--- src/rtl/data_mem_ctrl_if.sv ---
// CPU request/response channel plus the RAM_32 port of the data memory controller.
interface data_mem_ctrl_if #(
  parameter int DATA_WIDTH = 32,
  parameter int ADDR_W     = 5
);
  logic                  req_valid_i;
  logic                  req_ready_o;
  logic                  req_we_i;
  logic [DATA_WIDTH-1:0] Address_i;
  logic [DATA_WIDTH-1:0] Write_Data_i;
  logic                  rsp_valid_o;
  logic                  rsp_ready_i;
  logic [DATA_WIDTH-1:0] Read_Data_o;
  logic                  rsp_err_o;
  logic                  mem_we_o;
  logic [ADDR_W-1:0]     mem_addr_o;
  logic [DATA_WIDTH-1:0] mem_wdata_o;
  logic [DATA_WIDTH-1:0] mem_rdata_i;

  modport slave (
    input  req_valid_i, req_we_i, Address_i, Write_Data_i, rsp_ready_i, mem_rdata_i,
    output req_ready_o, rsp_valid_o, Read_Data_o, rsp_err_o, mem_we_o, mem_addr_o, mem_wdata_o
  );

  modport master (
    output req_valid_i, req_we_i, Address_i, Write_Data_i, rsp_ready_i, mem_rdata_i,
    input  req_ready_o, rsp_valid_o, Read_Data_o, rsp_err_o, mem_we_o, mem_addr_o, mem_wdata_o
  );
endinterface

--- src/rtl/data_mem_ctrl.sv ---
// Single-outstanding load/store controller mapping a byte-address window onto a
// synchronous-read word RAM.
//
// state     | meaning
// IDLE      | ready for a request; decode and register it on acceptance
// WRITE     | one-cycle RAM write strobe
// READ      | RAM address presented, read in flight
// READ_WAIT | RAM data valid, captured at end of cycle
// RESP      | response held until the CPU takes it
module data_mem_ctrl #(
  parameter int                       MEMORY_DEPTH = 32,
  parameter int                       DATA_WIDTH   = 32,
  parameter logic [DATA_WIDTH-1:0]    BASE_ADDR    = 32'h10010000
) (
  input  logic            clk,
  input  logic            reset,
  data_mem_ctrl_if.slave  bus
);
  localparam int AW = (MEMORY_DEPTH > 1) ? $clog2(MEMORY_DEPTH) : 1;
  localparam logic [DATA_WIDTH-1:0] LIMIT = DATA_WIDTH'(MEMORY_DEPTH * 4);

  typedef enum logic [2:0] {IDLE, WRITE, READ, READ_WAIT, RESP} state_t;

  state_t                state_q, state_d;
  logic [DATA_WIDTH-1:0] offset;
  logic [AW-1:0]         index;
  logic                  req_err;
  logic                  accept;
  logic                  we_q;
  logic                  err_q;
  logic [DATA_WIDTH-1:0] read_data_q;
  logic [AW-1:0]         addr_q;
  logic [DATA_WIDTH-1:0] wdata_q;

  // Offset wraps, so addresses below the window land far out of range.
  assign offset  = bus.Address_i - BASE_ADDR;
  assign index   = offset[AW+1:2];
  assign req_err = (bus.Address_i[1:0] != 2'b00) || (offset >= LIMIT);
  assign accept  = (state_q == IDLE) && bus.req_valid_i;

  always_ff @(posedge clk or negedge reset) begin
    if (!reset) state_q <= IDLE;
    else        state_q <= state_d;
  end

  always_comb begin
    state_d = state_q;
    case (state_q)
      IDLE: begin
        if (bus.req_valid_i) begin
          if (req_err)           state_d = RESP;
          else if (bus.req_we_i) state_d = WRITE;
          else                   state_d = READ;
        end
      end
      WRITE:     state_d = RESP;
      READ:      state_d = READ_WAIT;
      READ_WAIT: state_d = RESP;
      RESP:      if (bus.rsp_ready_i) state_d = IDLE;
      default:   state_d = IDLE;
    endcase
  end

  always_ff @(posedge clk or negedge reset) begin
    if (!reset) begin
      we_q        <= 1'b0;
      err_q       <= 1'b0;
      read_data_q <= '0;
      addr_q      <= '0;
      wdata_q     <= '0;
    end else begin
      if (accept) begin
        we_q        <= bus.req_we_i;
        err_q       <= req_err;
        read_data_q <= '0;
        if (!req_err) begin
          addr_q <= index;
          if (bus.req_we_i) wdata_q <= bus.Write_Data_i;
        end
      end
      if (state_q == READ_WAIT && !we_q) read_data_q <= bus.mem_rdata_i;
    end
  end

  // Strobes decode straight from state so a reset drops them without waiting for a clock.
  assign bus.req_ready_o = (state_q == IDLE);
  assign bus.rsp_valid_o = (state_q == RESP);
  assign bus.mem_we_o    = (state_q == WRITE);
  assign bus.rsp_err_o   = err_q;
  assign bus.Read_Data_o = read_data_q;
  assign bus.mem_addr_o  = addr_q;
  assign bus.mem_wdata_o = wdata_q;
endmodule
--- src/flat_wrapper.sv ---
// flat-port wrapper written by rule: the top's interface ports become plain ports
module data_mem_ctrl_flat 
#(
  parameter int                       MEMORY_DEPTH = 32,
  parameter int                       DATA_WIDTH   = 32,
  parameter logic [DATA_WIDTH-1:0]    BASE_ADDR    = 32'h10010000
)
  (clk, reset, bus_req_valid_i, bus_req_we_i, bus_Address_i, bus_Write_Data_i, bus_rsp_ready_i, bus_mem_rdata_i, bus_req_ready_o, bus_rsp_valid_o, bus_Read_Data_o, bus_rsp_err_o, bus_mem_we_o, bus_mem_addr_o, bus_mem_wdata_o);
  data_mem_ctrl_if #(.DATA_WIDTH(DATA_WIDTH)) bus_i ();
  input  logic clk;
  input  logic reset;
  input wire logic [$bits(bus_i.req_valid_i)-1:0] bus_req_valid_i;
  input wire logic [$bits(bus_i.req_we_i)-1:0] bus_req_we_i;
  input wire logic [$bits(bus_i.Address_i)-1:0] bus_Address_i;
  input wire logic [$bits(bus_i.Write_Data_i)-1:0] bus_Write_Data_i;
  input wire logic [$bits(bus_i.rsp_ready_i)-1:0] bus_rsp_ready_i;
  input wire logic [$bits(bus_i.mem_rdata_i)-1:0] bus_mem_rdata_i;
  output wire logic [$bits(bus_i.req_ready_o)-1:0] bus_req_ready_o;
  output wire logic [$bits(bus_i.rsp_valid_o)-1:0] bus_rsp_valid_o;
  output wire logic [$bits(bus_i.Read_Data_o)-1:0] bus_Read_Data_o;
  output wire logic [$bits(bus_i.rsp_err_o)-1:0] bus_rsp_err_o;
  output wire logic [$bits(bus_i.mem_we_o)-1:0] bus_mem_we_o;
  output wire logic [$bits(bus_i.mem_addr_o)-1:0] bus_mem_addr_o;
  output wire logic [$bits(bus_i.mem_wdata_o)-1:0] bus_mem_wdata_o;
  assign bus_i.req_valid_i = bus_req_valid_i;
  assign bus_i.req_we_i = bus_req_we_i;
  assign bus_i.Address_i = bus_Address_i;
  assign bus_i.Write_Data_i = bus_Write_Data_i;
  assign bus_i.rsp_ready_i = bus_rsp_ready_i;
  assign bus_i.mem_rdata_i = bus_mem_rdata_i;
  assign bus_req_ready_o = bus_i.req_ready_o;
  assign bus_rsp_valid_o = bus_i.rsp_valid_o;
  assign bus_Read_Data_o = bus_i.Read_Data_o;
  assign bus_rsp_err_o = bus_i.rsp_err_o;
  assign bus_mem_we_o = bus_i.mem_we_o;
  assign bus_mem_addr_o = bus_i.mem_addr_o;
  assign bus_mem_wdata_o = bus_i.mem_wdata_o;
  data_mem_ctrl #(.MEMORY_DEPTH(MEMORY_DEPTH), .DATA_WIDTH(DATA_WIDTH), .BASE_ADDR(BASE_ADDR)) u_core (.clk(clk), .reset(reset), .bus(bus_i));
endmodule
--- config.mk ---
export PLATFORM = sky130hd
export DESIGN_NAME = data_mem_ctrl_flat
export DESIGN_NICKNAME = d
export VERILOG_FILES = /design/src/rtl/data_mem_ctrl_if.sv /design/src/rtl/data_mem_ctrl.sv /design/src/flat_wrapper.sv
export SDC_FILE = /design/constraint.sdc
export NUM_CORES = 1
export LEC_CHECK = 0
export ABC_AREA = 1
export ABC_CLOCK_PERIOD_IN_PS = 1700
export BUFFER_PORTS_ARGS = -buffer_cell sky130_fd_sc_hd__buf_2
export CAP_MARGIN = 10
export CORE_AREA = 2 2 97 99
export CTS_BUF_LIST = sky130_fd_sc_hd__clkbuf_2
export CTS_CLUSTER_DIAMETER = 120
export DETAILED_ROUTE_END_ITERATION = 16
export DIE_AREA = 0 0 99 101
export GPL_TIMING_DRIVEN = 0
export PLACE_DENSITY = 0.69
export SLEW_MARGIN = 20
export SYNTH_ARGS = -nofsm -noshare
export SYNTH_HDL_FRONTEND = slang
export SYNTH_SLANG_ARGS = --single-unit
--- constraint.sdc ---
create_clock -name clk -period 1.7 [get_ports clk]
set_input_delay 0.085 -clock clk [delete_from_list [all_inputs] [get_ports clk]]
set_output_delay 0.085 -clock clk [all_outputs]
set_load 0.03 [all_outputs]
### Word level (Yosys, flattened, before mapping)

Cells that the tools add are included.

* flip-flop bits (word level): 74
* latch bits: 0
* memory bits (writable): 0
* memory bits (read-only): 0
* bits of input ports: 101
* output and inout port bits: 73
* memories kept: 0

* add/subtract/negate cells: 1
* multiply operators: 0
* div/mod/pow operators: 0
* order comparisons: 1
* equal/unequal tests: 6
* shifts and indexed selects: 0
* muxes and demuxes: 7
* bitwise logic cells: 1
* reductions and logical operators: 11

Operator list (number)
* $mux 32: 2
* $ge 32x8->1 const B: 1
* $sub 32x29->32 const B: 1
* $pmux 3 s4: 1
* $mux 3: 3
* $eq 3x2->1 const B: 2
* $ne 2x2->1 const B: 2
* $reduce_and 2->1: 2
* $reduce_bool 2->1: 2
* $eq 3x1->1 const B: 1
* $eq 3x3->1 const B: 1
* $logic_not 3->1: 1
* $reduce_and 3->1: 1
* $logic_and 1x1->1: 2
* $mux 2: 1
* $reduce_or 2->1: 1
* $logic_not 1->1: 1
* $logic_or 1x1->1: 1
* $not 1->1: 1

### Longest topological paths before layout

Gate-level depths: netlist of run 1.

* depth in word-level cells: 6
* depth in mapped cells: 11
* mapped depth without buffers: 10

### Worst setup path after synthesis of run 1

OpenSTA, ideal clock, no wires.

* path type: reg-to-reg
* start point: register u_core.state_q[1]
* end point: register u_core.state_q[2]
* arrival: 1.608 ns
* required time: 1.583 ns
* slack: -0.025 ns
* stages on the path, launching flop included: 7
* path buffers: 0
* cell sequence: dfrtp_1 > nor3_1 > nand2_1 > o21ai_0 > inv_1 > nand2_1 > nand2_1

* cells in the longest elaborated chain, start to end: 3
* elaborated cells on any way between the ends: 10

RTL lines
* start, declared: line data_mem_ctrl.sv:24 `state_t state_q, state_d;`
* start signal, assigned: line data_mem_ctrl.sv:43 `else state_q <= state_d;`
* $eq 3x3->1 (*)
* via bus_rsp_valid_o: line flat_wrapper.sv:19 `output wire logic [$bits(bus_i.rsp_valid_o)-1:0] bus_rsp_valid_o;`
* $ne 2x2->1 (no line)
* $reduce_and 2->1 (no line)

Mark *: on every way through the listed nets, which the timed path passes. The rest lies on a longest branch.
A chain may end at the register's enable or synchronous reset.

### Worst setup path in the final report of run 1

* start point: input port bus_Address_i[20]
* end point: register u_core.addr_q[3], in the netlist u_core.bus.mem_addr_o[3]

* cells in the longest elaborated chain, start to end: 5

RTL lines
* start, declared: line flat_wrapper.sv:14 `input wire logic [$bits(bus_i.Address_i)-1:0] bus_Address_i;`
* $sub 32x29->32: line data_mem_ctrl.sv:36 `assign offset = bus.Address_i - BASE_ADDR;`
* $ge 32x8->1: line data_mem_ctrl.sv:38 `assign req_err = (bus.Address_i[1:0] != 2'b00) || (offset >= LIMIT);`
* $logic_or 1x1->1: line data_mem_ctrl.sv:38
* $not 1->1 (no line)
* $reduce_and 2->1 (no line)
* end signal, assigned: line data_mem_ctrl.sv:77 `addr_q <= index;`
* end, declared: line data_mem_ctrl.sv:32 `logic [AW-1:0] addr_q;`

Every way passes these cells.

==> metrics.yaml, run 1 <==
outcome:
  status: "completed"
detailed_routing:
  drcViolationCount: 0
  vias: 3507
  wl_per_cell_um: 13.3
  final_antenna_net_count: 0
  drt-initial-drc-count: 128
  via_per_inst: 4.57
  firstDrtPassIters: 4
  wirelength_um: 10200
sta:
  slew_headroom_pct: 71.9
  finalMaxSlewViolations: 0
  setup_slack_ns: 0.0311
  hold_ws_ns: 0.0554
  worst_pin_slew_ns: 0.422
  rsz0062_at_grt: "true"
  timing.fmax_mhz: 599
  setup_viol: 0
  fin_skew_ns: 0.0265
  min_period_over_period_pct: 98.2
  finalHoldViolCount: 0
  min_period_ns: 1.67
grt:
  antenna_found_initial: 0
  track_usage_pct: 20.9
  first_global_vias: 3627
  grt_pass1_wl_um: 16900
  grt_max_degree: 49
  grt-ovfl-total: 0
power_and_ir_drop:
  ir_worst_vdd_mv: 0.381
  powerDensity_nw_per_um2: 694
  power.total_w: 0.00381
  power_leakage_nw: 3.17
  p_sw_share_pct: 30.0
  switchingPower_w: 0.00114
  power_frac_seq_pct: 47.5
  clkPwrFrac_pct: 30.1
  combPwrFrac_pct: 22.5
  power.internal_w: 0.00267
clock_network:
  cts_buffers: 9
  cts-root-buf: "clkbuf_2"
  clkSinkCount: 74
  htreeDepth: 3
  clk_pin_slew_ns: 0.21
  clock_path_buffers: 2
  clock_latency_ns: 0.53
  cts_tree: "built"
worst_setup_path:
  path_max_fanout: 10
  worst_setup_path_start_kind: "primary input"
  path_class: "in2reg"
  startpoint: "bus_Address_i[20]"
  rr_startpoint: "u_core.state_q[1]"
  crit_required_ns: 2.14
  endpoint_kind: "flip-flop"
  crit_arrival_ns: 2.11
logic_synthesis:
  synthesis.nets: 484
  yosysMostFrequentCell: "nand2_1"
  synth-seq-cells: 74
  synth_top_cell_area_share_pct: 53.9
  async_flop_share_pct: 100
  synth_common_cells: "92 x nand2_1, 74 x dfrtp_1, 54 x inv_1"
  yosys_most_used_dff: "dfrtp_1"
  syn_area_um2: 3430
  avgSynthCellArea_um2: 8.96
  synth_area_leaders: "dfrtp_1 54%, nand2_1 10%, nand3_1 7.0%, nand3_2 6.1%, inv_1 5.9%"
  ys_warn_count: 0
  yosysTopAreaCell: "dfrtp_1"
  synth-edff-count: 0
  ys_seq_area_share_pct: 53.9
  synthCells: 383
  ys_types: 26
finish:
  drive_above_1_share_pct: 36.7
  fillers: 737
  area_growth_pct: 59.7
  diodes: 0
  fin_cells: 767
  postLayoutCoreUtil_pct: 61.1
  fin_nets: 752
place:
  gp_congestion: 0.822
  hpwl_um: 6660
  io_buffers: 172
  dpl_worst_slack_ns: 0.0628
  place_inst: 667
run:
  maxCapViolations: 0
floorplan:
  io_pins: 174
  design.die.area_um2: 10000
  die_h_um: 101
  die_w_um: 99
  coreArea_um2: 8980
  rows: 35
  start_util_pct: 38.2
min_path:
  hold_class: "in2reg"
  hp-start: "bus_Address_i[29]"
[power by group through the flow]
stage	sequential, W	combinational (W)	clock (W)
finish	0.00181	0.000855	0.00114
global route	0.00181	0.000939	0.00125
CTS	0.00180	0.000768	0.00116
detailed placement	0.00183	0.000606	0
global placement	0.00183	0.000583	0
floorplan	0.00183	0.000343	0
[final timing paths]
check,slack [ns],cells past startpoint,endpoint
setup / recovery,0.03,12,u_core.bus.mem_addr_o[3]
hold / removal,0.06,8,u_core.state_q[1]
setup reg to reg,0.08,5,u_core.bus.mem_addr_o[3]
hold reg to reg,0.49,2,u_core.bus.mem_wdata_o[11]
max in group asynchronous,0.81,4,u_core.bus.mem_wdata_o[11]
min in group asynchronous,0.60,4,u_core.bus.Read_Data_o[20]
[critical path, cell delays in order]
cell and delay, ns:
dlygate4sd3_1 0.53, buf_2 0.13, nand3b_1 0.15, nand2_1 0.08, inv_1 0.05, nand3_2 0.10, inv_4 0.05, buf_12 0.14
buf_12 0.13, nand4_1 0.06, dlygate4sd3_1 0.55, nand2_1 0.05
[repair_timing]
| action | in CTS | in global routing |
|---|---|---|
| setup buffers | 2 | 3 |
| cloned | 0 | 1 |
| setup endpoints to repair | 1 | 42 |
| resized for setup | 1 | 14 |
| pin swaps | 1 | 3 |
| endpoints found under the hold margin | 146 | 13 |
| hold buffers | 80 | 2 |
[routing by layer]
metal / vias to the layer above / global-route usage [%] / wire length, um
li1: 1750 / - / -
met1: 1627 / 25.1 / 4280
met2: 118 / 36.4 / 5130
met3: 12 / 6.03 / 708
met4: 0 / 6.11 / 106
met5: - / 0 / 0
[logic make-up (layout without fill, tap and decap cells)]
logic type	count (synthesis)	after routing	share of synthesized area, %
simple gates	196	196	29.1
buf+inv	76	349	11.5
flops	74	74	53.9
compound gates	37	37	5.47
[state kept, by name (all words and copies together) (netlist names)]
| register | flops |
|---|---|
| u_core.we_q | 1 |
| u_core.bus.Read_Data_o | 32 |
| u_core.bus.mem_addr_o | 5 |
| u_core.bus.mem_wdata_o | 32 |
| u_core.state_q | 3 |
| u_core.bus.rsp_err_o | 1 |
[cell usage in the layout, fill, tap and decap left out, types with 3 or more instances in the layout]
master,n
clkbuf_1,5
buf_6,4
nand3_1,47
dlygate4sd3_1,77
buf_2,173
nand4_1,8
nand2_1,92
buf_4,10
nor3_4,3
dfrtp_1,74
inv_1,54
o21ai_0,34
buf_12,5
nor2_1,19
nand3_2,22
clkbuf_2,9
[layout make-up]
type                    count  area (um2)  area share, %
flip-flops and latches     74        1850           33.8
repair buffers            257        1740           31.7
multi-input cells         233        1210           22.2
inverters                  55         209           3.81
plain buffers              21         193           3.52
well taps                 111         139           2.53
clock inverters             7        93.8           1.71
clock buffers               9        45.0          0.822
[through the flow]
stage / setup TNS, ns / instance area [um2]
after floorplan: 0 / 3440
after global placement: 0 / 4440
after detailed placement: 0 / 4470
after CTS: 0 / 5440
after global routing: -0.774 / 5480
final: 0 / 5480
Note: power is estimated with default switching activity, not from simulation.
==> run 2, diff against run 1 <==
- ABC_CLOCK_PERIOD_IN_PS: 1700 -> 2100
- CORE_AREA: 2 2 97 99 -> 2 2 80 120
- DIE_AREA: 0 0 99 101 -> 0 0 82 122
- SLEW_MARGIN: 20 -> unset
- clock period: 1.7 -> 2.1 ns (I/O delays scaled with it)
==> run 2 against run 1 <==
Against the previous run:
- largest cell class unchanged
- global-route usage decreased by 0.91 points
- final cell count fell by 0.26%
- clock skew decreased by 0.0065 ns
- critical path type is now reg2reg
- critical endpoint is now u_core.state_q[1]
- worst setup slack better by 0.24 ns
- highest routed layer unchanged
- largest power group unchanged
- final area shrank 1.4%
==> metrics.yaml, run 2 (synthesis gave the netlist of run 1 again) <==
grt:
  grt-ovfl-total: 0
  first_global_vias: 3663
  grt_pass1_wl_um: 15600
  track_usage_pct: 20.0
  antenna_found_initial: 0
  grt_max_degree: 72
power_and_ir_drop:
  powerDensity_nw_per_um2: 538
  switchingPower_w: 0.000826
  p_sw_share_pct: 28.4
  power_leakage_nw: 3.12
  clkPwrFrac_pct: 29.6
  combPwrFrac_pct: 20.3
  power_frac_seq_pct: 50.1
  power.internal_w: 0.00208
  power.total_w: 0.00291
  ir_worst_vdd_mv: 0.384
finish:
  diodes: 0
  fin_nets: 749
  layout_common_cells: "177 x buf_2, 92 x nand2_1, 81 x dlygate4sd3_1"
  drive_above_1_share_pct: 35.4
  area_growth_pct: 57.4
  layout_commonest_cell: "buf_2"
worst_setup_path:
  endpoint_kind: "flip-flop"
  crit_arrival_ns: 2.25
  cp_num_cells: 5
  endpoint: "u_core.state_q[1]"
  rrSetupSlack_ns: 0.27
  crit_path_top_delay_cell: "dlygate4sd3_1"
  rr_startpoint: "u_core.state_q[1]"
  cp_slowest_stage_delay_ns: 0.57
  rr_worst_depth: 5
  startpoint: "u_core.state_q[1]"
  timing.rr.end: "u_core.state_q[1]"
  crit_chain: "nor3_2 > buf_2 > nand4_1 > dlygate4sd3_1 > a21oi_1"
  crit_family: "buffers and inverters"
  crit_required_ns: 2.52
  path_max_fanout: 10
  path_class: "reg2reg"
  critPathBufInv: 2
  worst_setup_path_start_kind: "flip-flop"
sta:
  setup_viol: 0
  finalMaxSlewViolations: 0
  setup_slack_ns: 0.271
  slew_headroom_pct: 72.0
  fin_tns_setup_ns: 0
  min_period_over_period_pct: 87.1
  rsz0062_at_grt: "false"
  timing.fmax_mhz: 547
  min_period_ns: 1.83
  worst_pin_slew_ns: 0.420
  finalHoldViolCount: 0
  fin_skew_ns: 0.0201
clock_network:
  clk_pin_slew_ns: 0.18
  clock_latency_ns: 0.49
  cts_buffers: 9
  cts-root-buf: "clkbuf_2"
  cts_tree: "built"
  htreeDepth: 3
  clkSinkCount: 74
  clock_path_buffers: 2
floorplan:
  start_util_pct: 38.0
  io_pins: 174
  coreArea_um2: 9040
  die_w_um: 82
  design.die.area_um2: 10000
  rows: 43
  die_h_um: 122
min_path:
  hold_class: "in2reg"
place:
  hpwl_um: 6710
  io_buffers: 172
  gp_congestion: 0.798
  dpl_worst_slack_ns: 0.484
detailed_routing:
  drt-initial-drc-count: 128
  final_antenna_net_count: 0
  wirelength_um: 9740
  vias: 3543
  via_per_inst: 4.63
  wl_per_cell_um: 12.7
  drcViolationCount: 0
  firstDrtPassIters: 4
outcome:
  status: "completed"
run:
  maxCapViolations: 0
run 2: layout make-up:
cell class,count,area (um2)
fillers,764,3630
flip-flops and latches,74,1850
repair buffers,254,1700
multi-input cells,233,1190
inverters,55,206
plain buffers,21,188
well taps,112,140
clock inverters,7,83.8
clock buffers,9,45.0
run 2: worst min path at each step:
stage	start	end	slack (ns)	cells past startpoint
final	bus_req_valid_i	u_core.state_q[1]	0.13	3
after global routing	bus_req_valid_i	u_core.state_q[0]	0.11	3
after CTS	bus_req_valid_i	u_core.state_q[1]	0.06	3
after detailed placement	reset	u_core.bus.mem_wdata_o[11]	-0.08	1
after global placement	bus_Write_Data_i[19]	u_core.bus.mem_wdata_o[19]	0.33	3
after floorplan	reset	u_core.bus.Read_Data_o[0]	-0.19	0
run 2: routing by layer:
| layer | part of all wire (%) | global-route usage [%] | up-vias |
|---|---|---|---|
| met3 | 6.3 | 5.26 | 27 |
| met4 | 2.7 | 10.0 | 0 |
| li1 | - | - | 1744 |
| met1 | 37 | 20.0 | 1640 |
| met2 | 54 | 36.7 | 132 |
| met5 | 0 | 0 | - |
run 2: worst min-delay path: stages:
cell and delay, ns:
buf_2 0.17, o21ai_0 0.16, a21oi_1 0.14
run 2: power groups by stage:
| stage | Sequential (W) | Clock, W | Combinational (W) |
|---|---|---|---|
| 5_1_grt | 0.00146 | 0.000958 | 0.000649 |
| 6_report | 0.00146 | 0.000860 | 0.000589 |
| 3_5_place_dp | 0.00148 | 0 | 0.000483 |
| 2_1_floorplan | 0.00148 | 0 | 0.000274 |
| 4_1_cts | 0.00146 | 0.000903 | 0.000591 |
| 3_3_place_gp | 0.00148 | 0 | 0.000471 |
run 2: metrics by stage:
step | util (%) | cell area [um2] | hold slack (ns) | std cells
floorplan | - | 3430 | -0.191 | 383
detailed placement | 49.4 | 4460 | -0.0814 | 668
finish | 59.8 | 5400 | 0.129 | 765
CTS | 59.8 | 5400 | 0.0579 | 765
global route | 59.8 | 5400 | 0.108 | 765
global placement | 49.1 | 4430 | 0.335 | 667
run 2: repair_timing:
| item | 4_1_cts | 5_1_grt |
|---|---|---|
| endpoints found under the hold margin | 146 | 0 |
| hold buffers | 81 | 0 |
| setup buffers | 0 | 0 |
| endpoints found under the setup margin | 0 | 0 |
| gates resized for setup | 0 | 0 |
